$ cat src/rtl/karatsuba_pkg.sv
// karatsuba_pkg: shared widths and FSM states for the karatsuba multiplier and its dot-product accumulator
package karatsuba_pkg;
    localparam int KARATSUBA_OP_W = 8;
    localparam int PROD_W_DEF     = 2 * KARATSUBA_OP_W;
    localparam int ACC_W_DEF      = 24;
    localparam int LEN_W_DEF      = 4;
    typedef enum logic [1:0] {IDLE, ACCUM, DONE} state_e;
endpackage

$ cat src/rtl/karatsuba_acc_add.sv
// karatsuba_acc_add: one-product accumulate step with carry-out; wraps by default, saturates when KARATSUBA_ACC_SAT_EN is defined
module karatsuba_acc_add #(
    parameter int PROD_W = 16,
    parameter int ACC_W  = 24
) (
    input  logic [ACC_W-1:0]  acc_i,
    input  logic [PROD_W-1:0] val_i,
    output logic [ACC_W-1:0]  sum_o,
    output logic              carry_o
);
    logic [ACC_W:0] sum_w;
    assign sum_w   = {1'b0, acc_i} + (ACC_W + 1)'(val_i);
    assign carry_o = sum_w[ACC_W];
`ifdef KARATSUBA_ACC_SAT_EN
    // once all-ones, any nonzero product carries again, so the value stays pinned
    assign sum_o = carry_o ? '1 : sum_w[ACC_W-1:0];
`else
    assign sum_o = sum_w[ACC_W-1:0];
`endif
endmodule

$ cat src/rtl/karatsuba_dot_accumulator.sv
// karatsuba_dot_accumulator: sums len products from the multiplier and holds the result on a valid/ready output (KARATSUBA_ACC_SAT_EN selects saturation)
module karatsuba_dot_accumulator
    import karatsuba_pkg::*;
#(
    parameter int PROD_W = PROD_W_DEF,
    parameter int ACC_W  = ACC_W_DEF,
    parameter int LEN_W  = LEN_W_DEF
) (
    input  logic              clk_i,
    input  logic              rst_ni,
    input  logic              start_i,
    input  logic [LEN_W-1:0]  len_i,
    input  logic              p_valid_i,
    input  logic [PROD_W-1:0] p_data_i,
    output logic              p_ready_o,
    output logic              acc_valid_o,
    output logic [ACC_W-1:0]  acc_data_o,
    input  logic              acc_ready_i,
    output logic              busy_o,
    output logic              overflow_o
);
    state_e             state_q, state_d;
    logic [ACC_W-1:0]   acc_q, acc_d, sum_w;
    logic [LEN_W-1:0]   cnt_q, cnt_d;
    logic               ovf_q, ovf_d, carry_w;

    karatsuba_acc_add #(.PROD_W(PROD_W), .ACC_W(ACC_W)) u_add (
        .acc_i   (acc_q),
        .val_i   (p_data_i),
        .sum_o   (sum_w),
        .carry_o (carry_w)
    );

    // next state: start loads the vector, each accepted beat adds and counts down, the sink drains the result
    always_comb begin
        state_d = state_q;
        acc_d   = acc_q;
        cnt_d   = cnt_q;
        ovf_d   = ovf_q;
        case (state_q)
            IDLE: if (start_i) begin
                acc_d   = '0;
                ovf_d   = 1'b0;
                cnt_d   = len_i;
                state_d = (len_i != '0) ? ACCUM : DONE;
            end
            ACCUM: if (p_valid_i) begin
                acc_d   = sum_w;
                ovf_d   = ovf_q | carry_w;
                cnt_d   = cnt_q - LEN_W'(1);
                state_d = (cnt_q == LEN_W'(1)) ? DONE : ACCUM;
            end
            DONE: state_d = acc_ready_i ? IDLE : DONE;
            default: state_d = IDLE;
        endcase
    end

    // state registers; reset discards any partial sum
    always_ff @(posedge clk_i or negedge rst_ni) begin
        if (!rst_ni) begin
            state_q <= IDLE;
            acc_q   <= '0;
            cnt_q   <= '0;
            ovf_q   <= 1'b0;
        end else begin
            state_q <= state_d;
            acc_q   <= acc_d;
            cnt_q   <= cnt_d;
            ovf_q   <= ovf_d;
        end
    end

    assign p_ready_o   = (state_q == ACCUM);
    assign acc_valid_o = (state_q == DONE);
    assign busy_o      = (state_q != IDLE);
    assign acc_data_o  = acc_q;
    assign overflow_o  = ovf_q;
endmodule

$ cat config.mk
export PLATFORM = sky130hd
export DESIGN_NAME = karatsuba_dot_accumulator
export DESIGN_NICKNAME = d
export VERILOG_FILES = /design/src/rtl/karatsuba_pkg.sv /design/src/rtl/karatsuba_acc_add.sv /design/src/rtl/karatsuba_dot_accumulator.sv
export SDC_FILE = /design/constraint.sdc
export NUM_CORES = 1
export LEC_CHECK = 0
export CELL_PAD_IN_SITES_DETAIL_PLACEMENT = 1
export CELL_PAD_IN_SITES_GLOBAL_PLACEMENT = 1
export CORE_ASPECT_RATIO = 0.5
export CORE_MARGIN = 2
export CORE_UTILIZATION = 35
export CTS_CLUSTER_SIZE = 20
export DETAILED_ROUTE_END_ITERATION = 8
export GPL_TIMING_DRIVEN = 0
export PLACE_DENSITY_LB_ADDON = 0.1
export SLEW_MARGIN = 5
export SYNTH_ARGS = -nofsm -noshare
export SYNTH_HDL_FRONTEND = slang
export SYNTH_SLANG_ARGS = --single-unit
$ cat constraint.sdc
create_clock -name clk_i -period 2.3 [get_ports clk_i]
set_input_delay 0.46 -clock clk_i [delete_from_list [all_inputs] [get_ports clk_i]]
set_output_delay 0.46 -clock clk_i [all_outputs]
set_load 0.1 [all_outputs]
==> flow_metrics.py <==
metrics = {
    "floorplan": {
        "num_io_pins": 53,
        "core_um2": 7270,
        "dieArea_um2": 8160,
        "dieHeight_um": 64.9,
        "die_width_um": 126,
        "initial_core_util_pct": 35.7,
        "rows": 22,
    },
    "sta": {
        "min_period_ns": 2.32,
        "setup_viol": 1,
        "rsz0062_at_grt": "yes",
        "holdWs_ns": 0.256,
        "tightestPinTransition_ns": 0.996,
        "fin_worst_skew_ns": 0.00526,
        "finalHoldViolCount": 0,
        "fin_crit_sh_pct": 101,
        "maxSlewHeadroom_pct": 33.4,
        "setup_slack_ns": -0.0151,
        "max_freq_mhz": 432,
        "slew_viol_final": 0,
        "fin_tns_setup_ns": -0.0151,
    },
    "synthesis": {
        "async_flop_share_pct": 100,
        "synth_area_um2": 2590,
        "synth_edf_count": 0,
        "syn-instance-count": 317,
        "ys_seq_elements": 31,
        "synth_area_per_cell_um2": 8.18,
        "synthAdderAreaFrac_pct": 9.45,
        "synth-xor-area-share_pct": 2.70,
        "synth_nets": 361,
        "synthFlopType": "dfrtp_1",
        "synth_cell_type_count": 56,
        "synth_top_family_by_area": "compound AO/OA/AOI/OAI gates",
        "synthMuxAreaShare_pct": 1.59,
        "ys_warn_count": 0,
        "seq_area_frac_synth_pct": 29.9,
        "synth_compound_area_share_pct": 28.9,
        "synth-simple-area-share_pct": 23.9,
    },
    "global_route": {
        "grt_pass1_vias": 2954,
        "grt_pass1_wl_mm": 15.7,
        "grt_max_degree": 32,
        "antenna_found_initial": 0,
        "grt_usage_pct": 24.4,
        "grt-ovfl-total": 0,
    },
    "power": {
        "comb_power_share_pct": 73.2,
        "switching_power_uw": 3830,
        "pwr-share-seq_pct": 16.8,
        "p_leak_uw": 0.00158,
        "power.total_uw": 6580,
        "ir_worst_vdd_v": 0.000885,
        "power.density_nw_per_um2": 1670,
        "p_sw_share_pct": 58.1,
        "power.internal_uw": 2760,
        "p_clk_share_pct": 10.0,
    },
    "critical_path": {
        "start_kind": "primary input",
        "slowest_stage": "clkdlybuf4s50_1",
        "crit_chain": "clkdlybuf4s50_1, ha_1, nor3_1, a211oi_2, a21oi_2, buf_4, a211o_1, nand3_1",
        "crit_required_ns": 2.51,
        "cp_max_fo": 6,
        "worst_ep_arrival_time_ns": 2.53,
        "worst_path_largest_cell_delay_ns": 0.47,
        "crit_type": "in2reg",
        "crit_path_end_kind": "register",
    },
    "min_path": {
        "hold_path.class": "in2async",
    },
    "routing": {
        "wire_per_inst_um": 21.1,
        "drc": 0,
        "drtIter0Drc": 137,
        "final_antenna_net_count": 0,
        "vias": 2878,
        "viasPerCell": 5.93,
        "dr.pass1.iters": 4,
        "drt_wl_total_mm": 10.2,
    },
    "clock_network": {
        "clk_pin_slew_ns": 0.06,
        "clk_latency_ns": 0.28,
        "cts_sinks": 31,
        "cts_tree": "done",
        "cts_max_level": 2,
        "cts_root_buffer": "clkbuf_16",
        "clock_path_buffers": 2,
        "cts_buffers": 5,
    },
    "run_status": {
        "status": "finished with violations",
        "violations": "setup timing",
    },
    "cells_and_area": {
        "drive_gt1_share_pct": 28.8,
        "area_growth_pct": 52.1,
        "n_antenna_cell": 0,
        "fin_util_pct": 54.3,
        "fill_cells": 847,
        "fin_nets": 432,
    },
    "place": {
        "gp_congestion": 0.833,
        "port_buffers": 52,
        "pre_cts_slack_ns": -0.860,
        "dp_hpwl_mm": 6.71,
    },
    "job": {
        "maxCapViolations": 0,
    },
}
==> sequential cells by signal (all words and copies together), names as in the netlist <==
register / cells
state_q: 2
acc_data_o: 24
overflow_o: 1
cnt_q: 4
==> cell usage in the layout, fill, tap and decap left out, types with 4 or more instances in the layout <==
| cell type | instances |
|---|---|
| clkbuf_1 | 5 |
| nor2_1 | 17 |
| clkdlybuf4s50_1 | 28 |
| a21o_1 | 5 |
| a22o_1 | 5 |
| dfrtp_1 | 9 |
| o211ai_1 | 10 |
| nand3_1 | 12 |
| xor2_1 | 4 |
| o21ai_0 | 22 |
| nor3_1 | 7 |
| clkbuf_16 | 5 |
| inv_1 | 7 |
| buf_4 | 18 |
| ha_1 | 5 |
| xnor2_1 | 4 |
| dlymetal6s2s_1 | 11 |
| a21oi_2 | 6 |
| nor3b_1 | 4 |
| nand2_1 | 35 |
| nand4_1 | 10 |
| dfrtp_2 | 20 |
| dlygate4sd2_1 | 11 |
| a21oi_1 | 13 |
| a21oi_4 | 5 |
| ha_4 | 11 |
==> cell type report <==
| class | instances | area [µm²] | area share (%) |
|---|---|---|---|
| flip-flops and latches | 31 | 808 | 20.5 |
| multi-input cells | 262 | 2120 | 53.7 |
| plain buffers | 10 | 52.6 | 1.33 |
| clock inverters | 3 | 15.0 | 0.381 |
| well taps | 96 | 120 | 3.05 |
| inverters | 7 | 26.3 | 0.666 |
| repair buffers | 71 | 679 | 17.2 |
| clock buffers | 5 | 125 | 3.17 |
==> routing by layer <==
metal	global-route usage (%)	up-vias	wire [µm]
li1	-	1357	-
met1	34.1	1435	4830
met2	38.9	68	4680
met3	4.62	18	528
met4	6.18	0	198
met5	0	-	0
==> synth_stat cells, types with 3 or more instances <==
library cell	count	share of area [%]
nor3b_1	5	1.4
clkbuf_1	16	2.3
a41oi_1	4	1.4
a211o_1	3	1.0
nor3_1	8	1.5
mux2i_1	3	1.2
o21ai_0	25	4.8
a211oi_1	7	2.0
inv_1	7	1.0
o211a_1	3	1.2
nand3b_1	3	0.87
nand2_1	36	5.2
dfrtp_1	31	30
nor2_1	20	2.9
xor2_1	4	1.4
nand3_1	14	2.7
a21o_1	5	1.4
or3_1	3	0.72
nand4_1	10	2.4
a21oi_1	24	4.6
o211ai_1	10	2.9
nand2b_1	3	0.72
a22o_1	5	1.7
xnor2_1	4	1.4
a31oi_1	4	0.96
or4_1	3	0.87
or2_2	3	0.72
ha_1	18	8.7
==> power by group through the flow <==
stage	clock, µW	combinational [µW]	sequential (µW)
after floorplan	0	1790	2250
after global placement	0	3930	1050
after detailed placement	0	4020	1070
after CTS	668	4220	1060
after global routing	698	5090	1150
final	658	4820	1110
==> final timing paths <==
kind                                from        endpoint  slack (ns)  depth (start not counted)
min in group clk_i              cnt_q[1]        cnt_q[1]        0.52                          2
hold reg to reg                 cnt_q[1]        cnt_q[1]        0.52                          2
max in group asynchronous         rst_ni   acc_data_o[0]        1.45                          1
hold / removal                    rst_ni  acc_data_o[22]        0.26                          1
setup reg to reg           acc_data_o[0]  acc_data_o[14]        0.06                          8
setup / recovery            p_data_i[13]  acc_data_o[15]       -0.02                          8
==> cells by family (layout without fill, tap and decap cells) <==
logic type                 Yosys count  after routing
and+or+nand+nor                    121            121
AOI/OAI and AO/OA                  110            110
muxes                                4              4
DFF                                 31             31
adders and majority gates           19             19
buffers and inverters               24             96
xor gates and xnor gates             8              8
==> worst max-delay path: cells and delay by family <==
family / cells / cell delay [ns]
adders and majority gates: 1 / 0.35
AOI/OAI and AO/OA: 3 / 0.83
and+or+nand+nor: 2 / 0.26
buffers and inverters: 2 / 0.63
==> through the flow <==
step           instances  area, µm²
3_5_place_dp         465       3280
6_report             485       3940
3_3_place_gp         465       3280
2_1_floorplan        317       2640
4_1_cts              477       3580
5_1_grt              485       3940
==> repair_timing <==
item	in CTS	in global routing
endpoints found under the setup margin	32	18
buffers inserted	9	10
resized for setup	50	62
hold buffers	0	0
pin swaps	10	20
Power figures use the tool's default switching activity.
